<file path="config.mk">
export PLATFORM = sky130hd
export DESIGN_NAME = inst_fetch
export DESIGN_NICKNAME = d
export VERILOG_FILES = /design/src/rtl/fetch_pkg.sv /design/src/rtl/fetch_fifo.sv /design/src/rtl/inst_fetch.sv
export SDC_FILE = /design/constraint.sdc
export NUM_CORES = 1
export LEC_CHECK = 0
export ABC_AREA = 1
export CAP_MARGIN = 10
export CORE_UTILIZATION = 30
export CTS_CLUSTER_DIAMETER = 30
export CTS_CLUSTER_SIZE = 20
export DETAILED_ROUTE_END_ITERATION = 12
export DONT_BUFFER_PORTS = 1
export HOLD_SLACK_MARGIN = 0.15
export PLACE_DENSITY = 0.41
export SETUP_SLACK_MARGIN = 0.2
export SYNTH_ARGS = -nofsm -noshare
export SYNTH_HDL_FRONTEND = slang
export SYNTH_SLANG_ARGS = --single-unit
</file>
<file path="constraint.sdc">
create_clock -name clk -period 3.2 [get_ports clk]
set_input_delay 0.32 -clock clk [delete_from_list [all_inputs] [get_ports clk]]
set_output_delay 0.32 -clock clk [all_outputs]
set_load 0.05 [all_outputs]
</file>
<file path="src/rtl/fetch_pkg.sv">
// Shared types and constants for the instruction fetch stage.
package fetch_pkg;

  typedef enum logic {
    FS_RUN  = 1'b0,
    FS_HALT = 1'b1
  } fetch_state_e;

  typedef struct packed {
    logic [31:0] pc;
    logic [31:0] word;
    logic        abort;
  } fetch_entry_t;

  localparam logic [31:0] WORD_MASK = 32'hFFFF_FFFC;

endpackage

</file>
<file path="src/rtl/fetch_fifo.sv">
// Two-entry synchronous FIFO of fetched {pc, word, abort} entries with flush.
module fetch_fifo
  import fetch_pkg::*;
(
  input  logic         clk,
  input  logic         rst_b,
  input  logic         flush,
  input  logic         push,
  input  fetch_entry_t push_data,
  input  logic         pop,
  output logic [1:0]   count,
  output fetch_entry_t head,
  output logic         head_valid
);

  fetch_entry_t slot0;
  fetch_entry_t slot1;
  logic         pop_ok;
  logic         push_ok;

  assign head_valid = (count != 2'd0);
  assign head       = slot0;
  assign pop_ok     = pop && head_valid;
  assign push_ok    = push && ((count != 2'd2) || pop_ok);

  always_ff @(posedge clk or negedge rst_b) begin
    if (!rst_b) begin
      count <= 2'd0;
      slot0 <= '0;
      slot1 <= '0;
    end else if (flush) begin
      count <= 2'd0;
    end else begin
      case ({push_ok, pop_ok})
        2'b10: begin
          if (count == 2'd0) slot0 <= push_data;
          else               slot1 <= push_data;
          count <= count + 2'd1;
        end
        2'b01: begin
          slot0 <= slot1;
          count <= count - 2'd1;
        end
        2'b11: begin
          // Count is unchanged; the pushed entry lands behind whatever remains.
          if (count == 2'd1) begin
            slot0 <= push_data;
          end else begin
            slot0 <= slot1;
            slot1 <= push_data;
          end
        end
        default: ;
      endcase
    end
  end

endmodule

</file>
<file path="src/rtl/inst_fetch.sv">
// Sequential instruction fetch bus master feeding a 2-entry decode FIFO.
// Optional bus-read timeout with abort token enabled by FETCH_TIMEOUT_EN.
module inst_fetch
  import fetch_pkg::*;
#(
  parameter logic [31:0] RESET_PC = 32'h0000_0000,
  parameter int unsigned TIMEOUT  = 16
) (
  input  logic        clk,
  input  logic        rst_b,
  output logic [31:0] bus_addr,
  output logic        bus_rd,
  output logic        bus_wr,
  output logic [31:0] bus_wdata,
  input  logic [31:0] bus_rdata,
  input  logic        bus_ready,
  input  logic        jmp,
  input  logic [31:0] jmppc,
  output logic [31:0] insn,
  output logic [31:0] insn_pc,
  output logic        insn_valid,
  input  logic        insn_ready,
  output logic        insn_abort
);

  logic [31:0]  pc;
  logic         live;
  logic         run;
  logic         tmo_fire;
  logic         pop_raw;
  logic         pop;
  logic         push;
  logic         accept;
  logic [1:0]   count;
  logic         head_valid;
  fetch_entry_t head;
  fetch_entry_t push_entry;

  assign bus_wr    = 1'b0;
  assign bus_wdata = '0;
  assign bus_addr  = pc & WORD_MASK;

  assign pop_raw = head_valid && insn_ready;
  assign pop     = pop_raw && !jmp;
  assign bus_rd  = run && !jmp && ((count != 2'd2) || pop_raw);
  assign accept  = bus_rd && bus_ready;
  assign push    = accept || tmo_fire;

  always_comb begin
    push_entry       = '0;
    push_entry.pc    = bus_addr;
    push_entry.word  = tmo_fire ? '0 : bus_rdata;
    push_entry.abort = tmo_fire;
  end

  // Holds off requests until the first clock edge after reset is released.
  always_ff @(posedge clk or negedge rst_b) begin
    if (!rst_b) live <= 1'b0;
    else        live <= 1'b1;
  end

  always_ff @(posedge clk or negedge rst_b) begin
    if (!rst_b)      pc <= RESET_PC & WORD_MASK;
    else if (jmp)    pc <= jmppc & WORD_MASK;
    else if (accept) pc <= pc + 32'd4;
  end

`ifdef FETCH_TIMEOUT_EN
  localparam int unsigned    TCW   = (TIMEOUT > 1) ? $clog2(TIMEOUT) : 1;
  localparam logic [TCW-1:0] TLAST = TCW'(TIMEOUT - 1);

  fetch_state_e   state;
  fetch_state_e   state_next;
  logic [TCW-1:0] tcnt;
  logic [TCW-1:0] tcnt_next;

  assign run      = live && (state == FS_RUN);
  assign tmo_fire = bus_rd && !bus_ready && (tcnt == TLAST);

  always_ff @(posedge clk or negedge rst_b) begin
    if (!rst_b) begin
      state <= FS_RUN;
      tcnt  <= '0;
    end else begin
      state <= state_next;
      tcnt  <= tcnt_next;
    end
  end

  always_comb begin
    state_next = state;
    tcnt_next  = tcnt;
    if (jmp) begin
      state_next = FS_RUN;
      tcnt_next  = '0;
    end else if (tmo_fire) begin
      state_next = FS_HALT;
      tcnt_next  = '0;
    end else if (accept) begin
      tcnt_next  = '0;
    end else if (bus_rd) begin
      tcnt_next  = tcnt + 1'b1;
    end
  end

  assign insn_abort = head.abort;
`else
  assign run        = live;
  assign tmo_fire   = 1'b0;
  // Abort bit of every pushed entry is constant zero in this build.
  assign insn_abort = head.abort;
`endif

  fetch_fifo u_fifo (
    .clk        (clk),
    .rst_b      (rst_b),
    .flush      (jmp),
    .push       (push),
    .push_data  (push_entry),
    .pop        (pop),
    .count      (count),
    .head       (head),
    .head_valid (head_valid)
  );

  assign insn       = head.word;
  assign insn_pc    = head.pc;
  assign insn_valid = head_valid;

endmodule

</file>
==> reports/metrics.csv, run 1 <==
metric,value,unit
status,"complete, but fails checks",
violations,negative hold slack,
fin_nets,1231,
cts_buffers,17,
drv_cap,0,
cp_data_arrival_time,2.91,ns
clk_latency,0.42,ns
grt_overflow,0,
p_total,8.77,mW
place_congestion,0.812,
tns,0,ns
hold_buffers,72,
antenna_found_initial,0,
setup_viol,0,
fillers,2936,
timing.rr.start,u_fifo.count[0],
r2r_slack,0.60,ns
cts_root_buf,clkbuf_16,
yosysWarnings,0,
ios,201,
fin_ws,0.596,ns
syn_avg_cell_area,7.54,um^2
die_x,168,um
final_common_cell,nand2_1,
drt_iter0_drc,371,
grt_pass1_vias,7000,
power_density,894,mW/mm^2
dp_cells,1408,
first_pass_iters,5,
via_per_inst,4.59,
slew_viol_final,0,
fin_crit_sh,81.4,%
netlist_area,0.00831,mm^2
antenna_cells,0,
worstPathMaxFanout,28,
dp_hpwl,16.0,mm
tightest_slew,1.09,ns
fmax,0.384,GHz
rsz0062_at_grt,false,
fin_worst_skew,0.0146,ns
post-place-ws,0.606,ns
core_area,0.0270,mm^2
min_path_type,primary input to async pin,
hold_ws,-0.411,ns
die_h,168,um
startpoint_type,flop,
clkSinkCount,157,
cts.reportedPaths.clkPinSlew,0.07,ns
routed_wl,25.1,mm
post_cts_buffers,0,
leakage,4.91,nW
min_period,2.60,ns
track_usage,18.5,%
drive_above_1_share,5.47,%
required,3.50,ns
hold_viol,157,
grt_max_degree,158,
vias,6934,
start_util,30.7,%
port_buffers,0,
cp-end-kind,flop,
route.detailed.drc,0,
critical_path_class,flop to flop,
cts_htree_levels,4,
clk_path_buf_depth,2,
final_cells,1512,
antenna_left,0,
vdd_drop_max,0.296,mV
utilization,36.3,%
syn-instance-count,1102,
wl_per_cell,16.6,um
synth_sequential_area_ratio,47.3,%
die_area,0.0284,mm^2
syn2layout_area_growth,18.0,%
place_area,0.00852,mm^2
layout.cells.most_common_list,"nand2_1, dfrtp_1, inv_1, nand3_1, dlygate4sd3_1",
cts_tree,yes,
post_cts_resized,0,
ys_types,27,
rows,60,
slew-limit-headroom,27.2,%
grt_first_pass_wirelength,40.2,mm
r2r-end,u_fifo.count[0],
finalInstanceArea,0.00981,mm^2
reg2reg_depth,12,
ys_ff_latch,157,
==> critical path: stages (launching register included) <==
cell and delay [ns]:
dfrtp_1 0.40, inv_1 0.08, ha_1 0.23, inv_2 0.27, nand2_1 0.19, nor2_4 0.21
buf_4 0.27, buf_4 0.37, nor2_1 0.11, nor2_1 0.17, nand2_1 0.08, nand2_1 0.06
nand2_1 0.05
==> report_power, final <==
part           switching, mW  internal, mW  total, mW
Clock                  0.886          1.12       2.01
Combinational           1.14         0.760       1.90
Sequential              2.10          2.76       4.86
==> cells by family (layout without fill, tap and decap cells) <==
| group | after synthesis | count (layout) | share of synthesized area, % |
|---|---|---|---|
| and+or+nand+nor | 634 | 634 | 33.3 |
| buffers and inverters | 195 | 227 | 11.6 |
| DFF | 157 | 157 | 47.3 |
| AOI/OAI and AO/OA | 103 | 103 | 6.45 |
| xor gates and xnor gates | 7 | 7 | 0.738 |
| adders and majority gates | 4 | 4 | 0.602 |
| other | 2 | 39 | 0.0904 |
==> Yosys cell counts <==
library cell | count | share of area (%)
nor2_1 | 48 | 2.2
xor2_1 | 6 | 0.63
o21ai_1 | 45 | 2.7
clkbuf_1 | 26 | 1.2
xnor2_1 | 1 | 0.11
nand3_1 | 96 | 5.8
nand2_2 | 1 | 0.075
o221ai_1 | 1 | 0.11
inv_2 | 4 | 0.18
nor3_1 | 3 | 0.18
inv_1 | 99 | 4.5
nor2_2 | 4 | 0.30
o21ai_0 | 44 | 2.7
nand2_1 | 416 | 19
nand3b_1 | 60 | 5.4
buf_6 | 7 | 0.95
nand4_1 | 3 | 0.23
buf_2 | 18 | 1.1
ha_1 | 4 | 0.60
a21oi_1 | 7 | 0.42
nand3_2 | 2 | 0.24
o21ai_2 | 1 | 0.11
conb_1 | 2 | 0.090
and2_1 | 1 | 0.075
buf_4 | 41 | 3.7
dfrtp_1 | 157 | 47
o211ai_1 | 5 | 0.45
==> worst max-delay path by stage <==
stage / cells after the start / start / endpoint
6_report: 12 / u_fifo.count[0] / u_fifo.count[0]
2_1_floorplan: 9 / u_fifo.count[0] / u_fifo.head[8]
3_5_place_dp: 12 / u_fifo.count[0] / u_fifo.count[0]
3_3_place_gp: 12 / u_fifo.count[0] / u_fifo.count[0]
5_1_grt: 12 / u_fifo.count[0] / u_fifo.count[0]
4_1_cts: 12 / u_fifo.count[0] / u_fifo.count[0]
==> state kept, by name, summed over array words and instances (netlist names) <==
name and count:
pc 30, u_fifo.slot1 62, u_fifo.count 2, u_fifo.head 62, live 1
==> cell type report <==
| type | count | area, um^2 | share of cell area [%] |
|---|---|---|---|
| clock inverter | 12 | 110 | 1.12 |
| tap | 341 | 427 | 4.35 |
| clock buffer | 20 | 457 | 4.66 |
| timing repair buffer | 92 | 921 | 9.39 |
| multi-input combinational | 787 | 3580 | 36.5 |
| sequential | 157 | 3930 | 40.1 |
| inverter | 103 | 387 | 3.94 |
==> layer usage <==
metal | vias up | global-route usage, % | share of wire (%)
li1 | 3512 | - | -
met1 | 3226 | 24.2 | 46
met2 | 183 | 29.7 | 45
met3 | 13 | 5.48 | 7.2
met4 | 0 | 4.94 | 1.5
met5 | - | 0 | 0
Power figures use the tool's default switching activity.
==> inputs of run 2 (changes only) <==
==> constraint.sdc (replaced) <==
create_clock -name clk -period 2.6 [get_ports clk]
set_input_delay 0.26 -clock clk [delete_from_list [all_inputs] [get_ports clk]]
set_output_delay 0.26 -clock clk [all_outputs]
set_load 0.05 [all_outputs]
==> run 2 against run 1 <==
  * Largest power group unchanged
  * Maximum frequency up 21%
  * Die area did not move
  * Combinational power is 34% higher
  * The run still ends with negative hold slack left
  * Wire length decreased by 2.4%
  * Non-clock buffer count grew 18
  * Hold slack worse by 0.056 ns
  * Sequential power increased by 20%
  * Highest routed layer unchanged
  * Utilization increased by 0.49 points
==> reports/metrics.csv, run 2 (synthesized netlist as in run 1, its figures left out) <==
metric,value,unit,change
route.detailed.drc,0,,unchanged
r2r-end,u_fifo.head[54],,was u_fifo.count[0]
fin_worst_skew,0.0108,ns,was 0.0146 ns
slew-limit-headroom,26.8,%,was 27.2%
vdd_drop_max,0.323,mV,was 0.296 mV
cts_buffers,17,,unchanged
grt_first_pass_wirelength,38.9,mm,was 40.2 mm
clk_latency,0.42,ns,about the same
p_sw_share,47.4,%,was 47.1%
required,2.90,ns,was 3.50 ns
die_x,168,um,unchanged
place_congestion,0.866,,was 0.812
setup_viol,0,,unchanged
final_common_cell,nand2_1,,unchanged
slew_viol_final,0,,unchanged
drt_iter0_drc,366,,was 371
fillers,2869,,was 2936
pwr-share-seq,54.4,%,was 55.4%
core_area,0.0270,mm^2,unchanged
violations,negative hold slack,,unchanged
dp_cells,1425,,was 1408
timing.rr.start,u_fifo.count[0],,unchanged
p_int,5.64,mW,was 4.64 mW
layout.cells.most_common_list,"nand2_1, dfrtp_1, inv_1, nand3_1, dlygate4sd3_1",,unchanged
dp_hpwl,15.9,mm,was 16.0 mm
clockPowerShare,21.7,%,was 22.9%
hold_ws,-0.467,ns,was -0.411 ns
grt_overflow,0,,unchanged
wl_per_cell,16.0,um,was 16.6 um
tns,0,ns,unchanged
place_area,0.00866,mm^2,was 0.00852 mm^2
hold_viol,157,,unchanged
final_cells,1530,,was 1512
fin_nets,1249,,was 1231
worstPathMaxFanout,39,,was 28
startpoint_type,flop,,unchanged
drv_cap,0,,unchanged
clk_path_buf_depth,2,,unchanged
die_area,0.0284,mm^2,unchanged
r2r_slack,0.45,ns,was 0.60 ns
hold_buffers,73,,was 72
cts.reportedPaths.clkPinSlew,0.07,ns,about the same
antenna_found_initial,0,,unchanged
power_density,1080,mW/mm^2,was 894 mW/mm^2
rows,60,,unchanged
antenna_left,0,,unchanged
via_per_inst,4.55,,was 4.59
grt_max_degree,158,,unchanged
reg2reg_depth,11,,was 12
fin_crit_sh,82.8,%,was 81.4%
fmax,0.465,GHz,was 0.384 GHz
min_period,2.15,ns,was 2.60 ns
cp_data_arrival_time,2.46,ns,was 2.91 ns
finalInstanceArea,0.00994,mm^2,was 0.00981 mm^2
first_pass_iters,5,,unchanged
ios,201,,unchanged
leakage,4.99,nW,was 4.91 nW
start_util,30.7,%,unchanged
syn2layout_area_growth,19.6,%,was 18.0%
rsz0062_at_grt,false,,unchanged
cp-end-kind,flop,,unchanged
die_h,168,um,unchanged
p_switching,5.07,mW,was 4.13 mW
port_buffers,0,,unchanged
routed_wl,24.5,mm,was 25.1 mm
cts_tree,yes,,unchanged
cts_root_buf,clkbuf_16,,unchanged
tightest_slew,1.09,ns,about the same
min_path_type,primary input to async pin,,unchanged
clkSinkCount,157,,unchanged
vias,6954,,was 6934
drive_above_1_share,6.81,%,was 5.47%
critical_path_class,flop to flop,,unchanged
status,"complete, but fails checks",,unchanged
cts_htree_levels,4,,unchanged
grt_pass1_vias,6742,,was 7000
p_comb_share,23.8,%,was 21.7%
track_usage,17.8,%,was 18.5%
antenna_cells,0,,unchanged
-- run 2: changes by cell type in the layout (fill, tap and decap cells not counted), sizes merged --
cell and delta:
clkinvlp +1, bufinv -1, buf +17, inv -1, dlygate4sd3 +1, clkinv +2, clkbuf -1
-- run 2: worst max-delay path by stage --
stage	from	end	depth (start not counted)
after global placement	u_fifo.count[0]	u_fifo.slot1[32]	11
after floorplan	u_fifo.count[0]	u_fifo.head[8]	9
after CTS	u_fifo.count[0]	u_fifo.slot1[32]	11
after detailed placement	u_fifo.count[0]	u_fifo.slot1[32]	11
final	u_fifo.count[0]	u_fifo.head[54]	11
after global routing	u_fifo.count[0]	u_fifo.slot1[40]	11
-- run 2: worst max-delay path, stage by stage, from the launching register on --
cell     delay (ns)
dfrtp_1        0.40
inv_1          0.08
ha_1           0.23
inv_2          0.06
nand2_1        0.10
nand2_1        0.12
nand4_1        0.18
nand2_2        0.12
buf_4          0.43
nand2_1        0.11
nand3_1        0.15
nand2_1        0.06
-- run 2: timing repair --
| action | in CTS | in global routing |
|---|---|---|
| endpoints found under the setup margin | 0 | 3 |
| buffers inserted | 0 | 0 |
| resized for setup | 0 | 2 |
| hold endpoints to repair | 253 | 157 |
-- run 2: routing by layer --
layer | track usage [%] | vias up | routed length (um)
li1 | - | 3551 | -
met1 | 24.0 | 3220 | 11800
met2 | 28.3 | 163 | 11000
met3 | 4.23 | 20 | 1300
met4 | 5.18 | 0 | 360
met5 | 0 | - | 0
-- run 2: cell type report --
cell class / instances / area (um^2) / share of cell area, %
Multi-Input combinational cell: 787 / 3590 / 36.1
Clock inverter: 13 / 92.6 / 0.932
Clock buffer: 19 / 443 / 4.46
Sequential cell: 157 / 3930 / 39.5
Timing Repair Buffer: 110 / 1070 / 10.8
Tap cell: 341 / 427 / 4.29
Inverter: 103 / 387 / 3.89
-- run 2: power groups by stage --
stage          sequential (mW)  clock (mW)  combinational (mW)
6_report                  5.83        2.33                2.55
5_1_grt                   5.96        2.51                2.94
4_1_cts                   5.85        2.42                2.60
3_5_place_dp              5.89           0                2.49
3_3_place_gp              5.88           0                2.46
2_1_floorplan             5.82           0                1.85
-- run 2: stage by stage --
| stage | setup slack (ns) | util (%) | hold slack, ns | total power [mW] |
|---|---|---|---|---|
| 2_1_floorplan | 0.317 | - | -0.0356 | 7.67 |
| 3_3_place_gp | 0.428 | 32.0 | -0.0315 | 8.34 |
| 3_5_place_dp | 0.414 | 32.0 | -0.0285 | 8.38 |
| 4_1_cts | 0.402 | 36.7 | -0.491 | 10.9 |
| 5_1_grt | 0.231 | 36.8 | -0.496 | 11.4 |
| 6_report | 0.448 | 36.8 | -0.467 | 10.7 |
